<file path="config.mk">
export PLATFORM = sky130hd
export DESIGN_NAME = fifo_rd_drain
export DESIGN_NICKNAME = d
export VERILOG_FILES = /design/src/rtl/fifo_rd_pkg.sv /design/src/rtl/fifo_rd_skid.sv /design/src/rtl/fifo_rd_drain.sv
export SDC_FILE = /design/constraint.sdc
export NUM_CORES = 1
export LEC_CHECK = 0
export BUFFER_PORTS_ARGS = -buffer_cell sky130_fd_sc_hd__buf_4
export CAP_MARGIN = 20
export CORE_MARGIN = 3
export CORE_UTILIZATION = 29
export DETAILED_ROUTE_END_ITERATION = 6
export GPL_ROUTABILITY_DRIVEN = 0
export GPL_TIMING_DRIVEN = 0
export HOLD_SLACK_MARGIN = 0.08
export SKIP_LAST_GASP = 1
export SLEW_MARGIN = 20
export SYNTH_ARGS = -nofsm -noshare
export SYNTH_HDL_FRONTEND = slang
export SYNTH_SLANG_ARGS = --single-unit
</file>
<file path="constraint.sdc">
create_clock -name r_clk -period 2.7 [get_ports r_clk]
set_input_delay 0.135 -clock r_clk [delete_from_list [all_inputs] [get_ports r_clk]]
set_output_delay 0.135 -clock r_clk [all_outputs]
set_load 0.02 [all_outputs]
</file>
<file path="src/rtl/fifo_rd_pkg.sv">
// Shared types for the FIFO read-side drain stage: skid occupancy encoding and depth.
package fifo_rd_pkg;

  typedef enum logic [1:0] {EMPTY, ONE, TWO} occ_t;

  localparam int unsigned SKID_DEPTH = 2;

endpackage

</file>
<file path="src/rtl/fifo_rd_skid.sv">
// Two-entry head/tail skid buffer with its occupancy state machine.
module fifo_rd_skid
  import fifo_rd_pkg::*;
#(
  parameter int unsigned DATA_WIDTH = 8
) (
  input  logic                  r_clk,
  input  logic                  r_rst,
  input  logic                  push,
  input  logic [DATA_WIDTH-1:0] push_data,
  input  logic                  pop,
  output occ_t                  occ,
  output logic [DATA_WIDTH-1:0] head
);

  occ_t                  state_q, state_d;
  logic [DATA_WIDTH-1:0] head_q, head_d;
  logic [DATA_WIDTH-1:0] tail_q, tail_d;

  always_ff @(posedge r_clk) begin
    if (r_rst) begin
      state_q <= EMPTY;
      head_q  <= '0;
      tail_q  <= '0;
    end else begin
      state_q <= state_d;
      head_q  <= head_d;
      tail_q  <= tail_d;
    end
  end

  always_comb begin
    state_d = state_q;
    head_d  = head_q;
    tail_d  = tail_q;
    case (state_q)
      EMPTY: begin
        if (push) begin
          head_d  = push_data;
          state_d = ONE;
        end
      end
      ONE: begin
        case ({push, pop})
          2'b10: begin
            tail_d  = push_data;
            state_d = TWO;
          end
          2'b01: state_d = EMPTY;
          // Head leaves and the new word takes its place in one cycle.
          2'b11: head_d = push_data;
          default: state_d = ONE;
        endcase
      end
      TWO: begin
        // The read credit guarantees no push arrives while both entries are full.
        if (pop) begin
          head_d  = tail_q;
          state_d = ONE;
        end
      end
      default: state_d = EMPTY;
    endcase
  end

  assign occ  = state_q;
  assign head = head_q;

endmodule

</file>
<file path="src/rtl/fifo_rd_drain.sv">
// Read-domain drain: credit-based FIFO read issue, one-cycle read latency absorption, skid output.
// Optional FIFO_RD_COUNT_EN adds the rd_count delivered-word counter.
module fifo_rd_drain
  import fifo_rd_pkg::*;
#(
  parameter int unsigned DATA_WIDTH = 8,
  parameter int unsigned CNT_WIDTH  = 16
) (
  input  logic                  r_clk,
  input  logic                  r_rst,
  input  logic                  fifo_empty,
  input  logic [DATA_WIDTH-1:0] fifo_r_data,
  output logic                  fifo_r_en,
  output logic                  m_valid,
  output logic [DATA_WIDTH-1:0] m_data,
  input  logic                  m_ready
`ifdef FIFO_RD_COUNT_EN
  ,
  output logic [CNT_WIDTH-1:0]  rd_count
`endif
);

  occ_t       occ;
  logic [1:0] occ_n;
  logic [2:0] credit;
  logic       pop;
  logic       inflight_q, inflight_d;

  assign occ_n   = occ;
  assign m_valid = (occ != EMPTY);
  assign pop     = m_valid & m_ready;

  // Words already buffered or in flight, minus the one leaving this cycle.
  assign credit     = {1'b0, occ_n} + {2'b00, inflight_q} - {2'b00, pop};
  assign fifo_r_en  = ~r_rst & ~fifo_empty & (credit < 3'(SKID_DEPTH));
  assign inflight_d = fifo_r_en & ~fifo_empty;

  always_ff @(posedge r_clk) begin
    if (r_rst) begin
      inflight_q <= 1'b0;
    end else begin
      inflight_q <= inflight_d;
    end
  end

  fifo_rd_skid #(
    .DATA_WIDTH(DATA_WIDTH)
  ) u_skid (
    .r_clk    (r_clk),
    .r_rst    (r_rst),
    .push     (inflight_q),
    .push_data(fifo_r_data),
    .pop      (pop),
    .occ      (occ),
    .head     (m_data)
  );

`ifdef FIFO_RD_COUNT_EN
  logic [CNT_WIDTH-1:0] cnt_q, cnt_d;

  always_comb begin
    cnt_d = cnt_q;
    if (pop) begin
      cnt_d = cnt_q + 1'b1;
    end
  end

  always_ff @(posedge r_clk) begin
    if (r_rst) begin
      cnt_q <= '0;
    end else begin
      cnt_q <= cnt_d;
    end
  end

  assign rd_count = cnt_q;
`else
  logic [CNT_WIDTH-1:0] unused_cnt;
  assign unused_cnt = '0;
`endif

endmodule

</file>
# After elaboration in Yosys (flattened, before gate mapping)
# Index checks and enable logic that the tools add are counted.
[op_classes]
reduce_logical = 6
n_shift = 0
n_div = 0
add_sub_neg = 2
n_lt_le_gt_ge = 1
multipliers = 0
muxes = 8
bitwise = 6
eq_ne = 9
[op_table]
columns = ["op", "n"]
rows = [
  ["$mux W8", 3],
  ["$pmux W8 S3", 1],
  ["$pmux W2 S3", 2],
  ["$ne A2 B2 Y1 const B", 4],
  ["$eq A2 B2 Y1 const B", 3],
  ["$and A1 B1 Y1", 4],
  ["$eq A2 B1 Y1 const B", 2],
  ["$mux W2", 2],
  ["$reduce_and A4 Y1", 1],
  ["$add A2 B1 Y3", 1],
  ["$lt A3 B2 Y1 const B", 1],
  ["$reduce_and A3 Y1", 1],
  ["$reduce_bool A3 Y1", 1],
  ["$sub A3 B1 Y3", 1],
  ["$logic_not A2 Y1", 1],
  ["$not A1 Y1", 2],
  ["$reduce_and A2 Y1", 1],
  ["$reduce_bool A2 Y1", 1],
]
[word_totals]
ramBits = 0
latch_bits = 0
ff_bits = 19
memories = 0
mem_bits_ro = 0
in_bits = 12

# Depth between registers and ports, before layout
[depth]
depth_word = 6
ltp_mapped = 7
mapped_depth_nobuf = 7

# By module
# From an unflattened synthesis, not the netlist that was laid out.
[unflattened]
hier_cells = 87
hier_area_um2 = 954.7
[by_module_without_submodules]
columns = ["mod", "area_per_inst_um2", "instances", "cells_each", "seq_area_each_um2"]
rows = [
  ["fifo_rd_skid", 853.3, 1, 77, 360.3],
  ["fifo_rd_drain", 101.3, 1, 10, 20.0],
]

# Worst setup path before layout
# Ideal clock, no wire load.
[synth_timing]
kind = "register to output"
start = "register u_skid.state_q[1] (netlist: u_skid.occ[1])"
end = "output fifo_r_en"
t_required_ns = 2.565
path_stages_with_launch = 7
arrival_time_ns = 2.109
setup_slack_ns = 0.456
n_path_buf = 1
path_cell_list = "dfxtp_1 -> and3b_1 -> buf_6 -> o21ai_0 -> fa_1 -> xor2_1 -> nor4b_1"
[synth_between]
elab_chain_len = 5
elab_cells_between_ends = 6
classes_between = "add/sub (2); order compare (1); bitwise (2); reduce/logical (1)"
[synth_rtl]
columns = ["item", "line_no", "rtl"]
rows = [
  ["from (decl)", "fifo_rd_skid.sv:16", "occ_t state_q, state_d;"],
  ["from (signal assigned)", "fifo_rd_skid.sv:26", "state_q <= state_d;"],
  ["parallel branches: the longest is 2 deep, another holds $add A2 B1 Y3", "-", ""],
  ["$sub A3 B1 Y3 *", "fifo_rd_drain.sv:34", "assign credit = {1'b0, occ_n} + {2'b00, inflight_q} - {2'b00, pop};"],
  ["$lt A3 B2 Y1 *", "fifo_rd_drain.sv:35", "assign fifo_r_en = ~r_rst & ~fifo_empty & (credit < 3'(SKID_DEPTH));"],
  ["$and A1 B1 Y1 *", "fifo_rd_drain.sv:35", ""],
  ["to (decl)", "fifo_rd_drain.sv:13", "output logic fifo_r_en,"],
]
# Mark *: on every way between the ends.

# Worst setup path after layout
# Same ends and word-level chain as after synthesis.

==> flow_summary.ini <==
[run_status]
status = completed

[placement]
preCtsSetupSlack_ns = 0.529
dp_cells = 138
portBuffers = 20
dp_hpwl_um = 1260

[die]
ios = 22
core_um2 = 2850
fp-row-count = 19
die_h_um = 61.8
start_util = 0.316
die_area_um2 = 3820
die_w_um = 61.8

[synth]
ys_warn_count = 0
syn_area_um2 = 902
syn_nets = 101
ys_types = 25
syn_avg_cell_area_um2 = 10.4
syn_inst = 87
ys_ff_latch = 19
ys_seq_area_frac = 0.422

[finish]
final_common_cell = buf_4
stdcell_count = 152
area_delta_synth_final_pct = 35.1
antennaDiodeCount = 0
final_cell_mix = 20 x buf_4, 19 x dfxtp_1, 16 x mux2i_1, 16 x nor2_1, 10 x dlygate4sd3_1
nets = 136
drive_gt1_frac = 0.314

[global_routing]
grt_max_degree = 12
grt_util_all_layers = 0.106
overflow = 0
grt_pass1_wl_um = 2900
antenna_found_initial = 0
grt_pass1_vias = 652

[worst_hold_path]
holdCritStartpoint = r_rst
holdPathEnd = u_skid.tail_q[1]$_SDFFE_PP0P_
min_path_cells = 2
hold_class = in -> reg

[power_and_ir_drop]
p_per_area_nw_per_um2 = 446
seqPwrFrac = 0.551
p_sw_frac = 0.257
power_switching_uw = 140
power_frac_clock = 0.261
p_leak_uw = 0.000546
internal_power_uw = 403
ir_worst_vdd_v = 0.000240
combPwrFrac = 0.189

[timing]
fin_crit_ns = 2.39
finalCritPeriodShare = 0.884
setup_slack_ns = 0.314
relSlewSlack = 0.697
tightest_slew_ns = 0.454
max_clock_freq_mhz = 419
setup_viol = 0
tns_ns = 0
skew_ns = 0.00227
rsz0062_at_grt = no
hold_violations = 0
slew_violations = 0

[worst_setup_path]
critPathBufInv = 2
worstRegToRegCells = 7
start_kind = flop
worstReg2RegEnd = u_skid.head[1]$_SDFFE_PP0P_
end_kind = output port
required_ns = 2.57
max_stage_delay_ns = 0.50
cp_slowest_cell = dfxtp_1
rr_startpoint = u_skid.occ[1]$_SDFFE_PP0P_
crit_cells = 7
reg2reg_slack_ns = 0.50
critical-path-top-delay-family = flip-flops
crit_type = reg -> out
cp_cell_sequence = and3b_1, buf_6, o21ai_0, fa_1, xor2_1, nor4b_1, buf_4
crit_fanout = 7
arrival_ns = 2.25

[clock_tree]
insertion_delay_ns = 0.29
max-clock-path-buffers = 2
clk_root_buffer_cell = clkbuf_4
clock_tree.htree_level_count = 1
numCtsBuffers = 3
post_cts_resized = 0
cts.sinks = 19
path_clk_slew_ns = 0.11
cts_tree = built

[detailed_routing]
drcViolationCount = 0
vias = 713
wl_per_cell_um = 11.6
ant_nets = 0
viasPerCell = 4.69
dr.pass1.iters = 4
drt_iter0_drc = 26
wirelength_um = 1760

[flow_run]
drv_cap = 0
==> sequential cells by signal, indices dropped and copies added (netlist names) <==
name           flops
inflight_q         1
u_skid.head        8
u_skid.occ         2
u_skid.tail_q      8
==> how the worst max path moves through the flow <==
stage,slack [ns],startpoint,end
floorplan,0.46,u_skid.occ[1]$_SDFFE_PP0P_,fifo_r_en
CTS,0.32,u_skid.occ[1]$_SDFFE_PP0P_,fifo_r_en
detailed placement,0.53,u_skid.occ[1]$_SDFFE_PP0P_,u_skid.head[0]$_SDFFE_PP0P_
finish,0.31,u_skid.occ[1]$_SDFFE_PP0P_,fifo_r_en
global route,0.21,u_skid.occ[1]$_SDFFE_PP0P_,fifo_r_en
global placement,0.58,u_skid.occ[1]$_SDFFE_PP0P_,u_skid.head[2]$_SDFFE_PP0P_
==> routing by layer <==
layer | vias up | GRT usage | wire [um]
li1 | 365 | - | -
met4 | 0 | 0.0727 | 40
met3 | 4 | 0.0207 | 80
met2 | 17 | 0.161 | 769
met5 | - | 0 | 0
met1 | 327 | 0.135 | 872
==> power groups by stage <==
stage / Combinational [uW] / Clock (uW) / Sequential, uW
after floorplan: 47.9 / 0 / 313
after global placement: 90.3 / 0 / 305
after detailed placement: 91.9 / 0 / 305
after CTS: 104 / 152 / 299
after global routing: 112 / 164 / 301
final: 102 / 142 / 299
==> cells by family (layout without fill, tap and decap cells) <==
| kind of cell | after synthesis | count (layout) | share of synthesized area |
|---|---|---|---|
| compound gates | 6 | 6 | 0.0541 |
| xor+xnor | 1 | 1 | 0.00971 |
| fa+ha+maj | 2 | 2 | 0.0361 |
| buf+inv | 8 | 42 | 0.0444 |
| flops | 19 | 19 | 0.422 |
| mux | 25 | 25 | 0.290 |
| simple gates | 26 | 26 | 0.144 |
==> repair_timing <==
item,4_1_cts,5_1_grt
hold endpoints to repair,10,0
hold buffers,10,0
setup endpoints to repair,0,0
buffers inserted,0,0
==> worst register-to-register path: stages (launching register included) <==
cell	delay [ns]
dfxtp_1	0.41
or2_2	0.33
and2_1	0.17
ha_1	0.21
mux2_2	0.30
a21oi_4	0.36
mux2i_1	0.25
nor2_1	0.05
==> per-stage QoR <==
step | total power (uW) | hold WS (ns) | instance area [um2] | util
global route | 577 | 0.216 | 1220 | 0.427
detailed placement | 397 | 0.317 | 1090 | 0.382
CTS | 554 | 0.207 | 1220 | 0.427
finish | 543 | 0.220 | 1220 | 0.427
global placement | 395 | 0.317 | 1090 | 0.382
floorplan | 361 | 0.213 | 902 | -
==> Yosys cell counts <==
library cell	number	area, um2
a21oi_1	1	5.00
clkbuf_1	2	7.51
dfxtp_1	19	380
nand4_1	1	6.26
nand2b_1	2	12.5
ha_1	1	12.5
and3b_1	1	8.76
mux2_1	1	11.3
xor2_1	1	8.76
mux2i_1	16	160
buf_2	2	10.0
o21ai_0	2	10.0
and3_1	1	6.26
buf_6	1	11.3
nor4b_1	2	17.5
inv_1	3	11.3
nor2b_1	1	6.26
a21oi_4	1	16.3
nor2_1	16	60.1
and2_1	1	6.26
a211oi_1	1	7.51
mux2_2	8	90.1
or2_2	1	6.26
o21ba_2	1	10.0
fa_1	1	20.0
==> area by class of cell <==
| cell class | instances | area (um2) |
|---|---|---|
| plain buffers | 5 | 28.8 |
| clock buffers | 3 | 22.5 |
| clock inverters | 1 | 5.00 |
| fillers | 286 | 1630 |
| inverters | 3 | 11.3 |
| multi-input cells | 60 | 482 |
| flip-flops and latches | 19 | 380 |
| well taps | 31 | 38.8 |
| repair buffers | 30 | 250 |
Power figures use the tool's default switching activity.
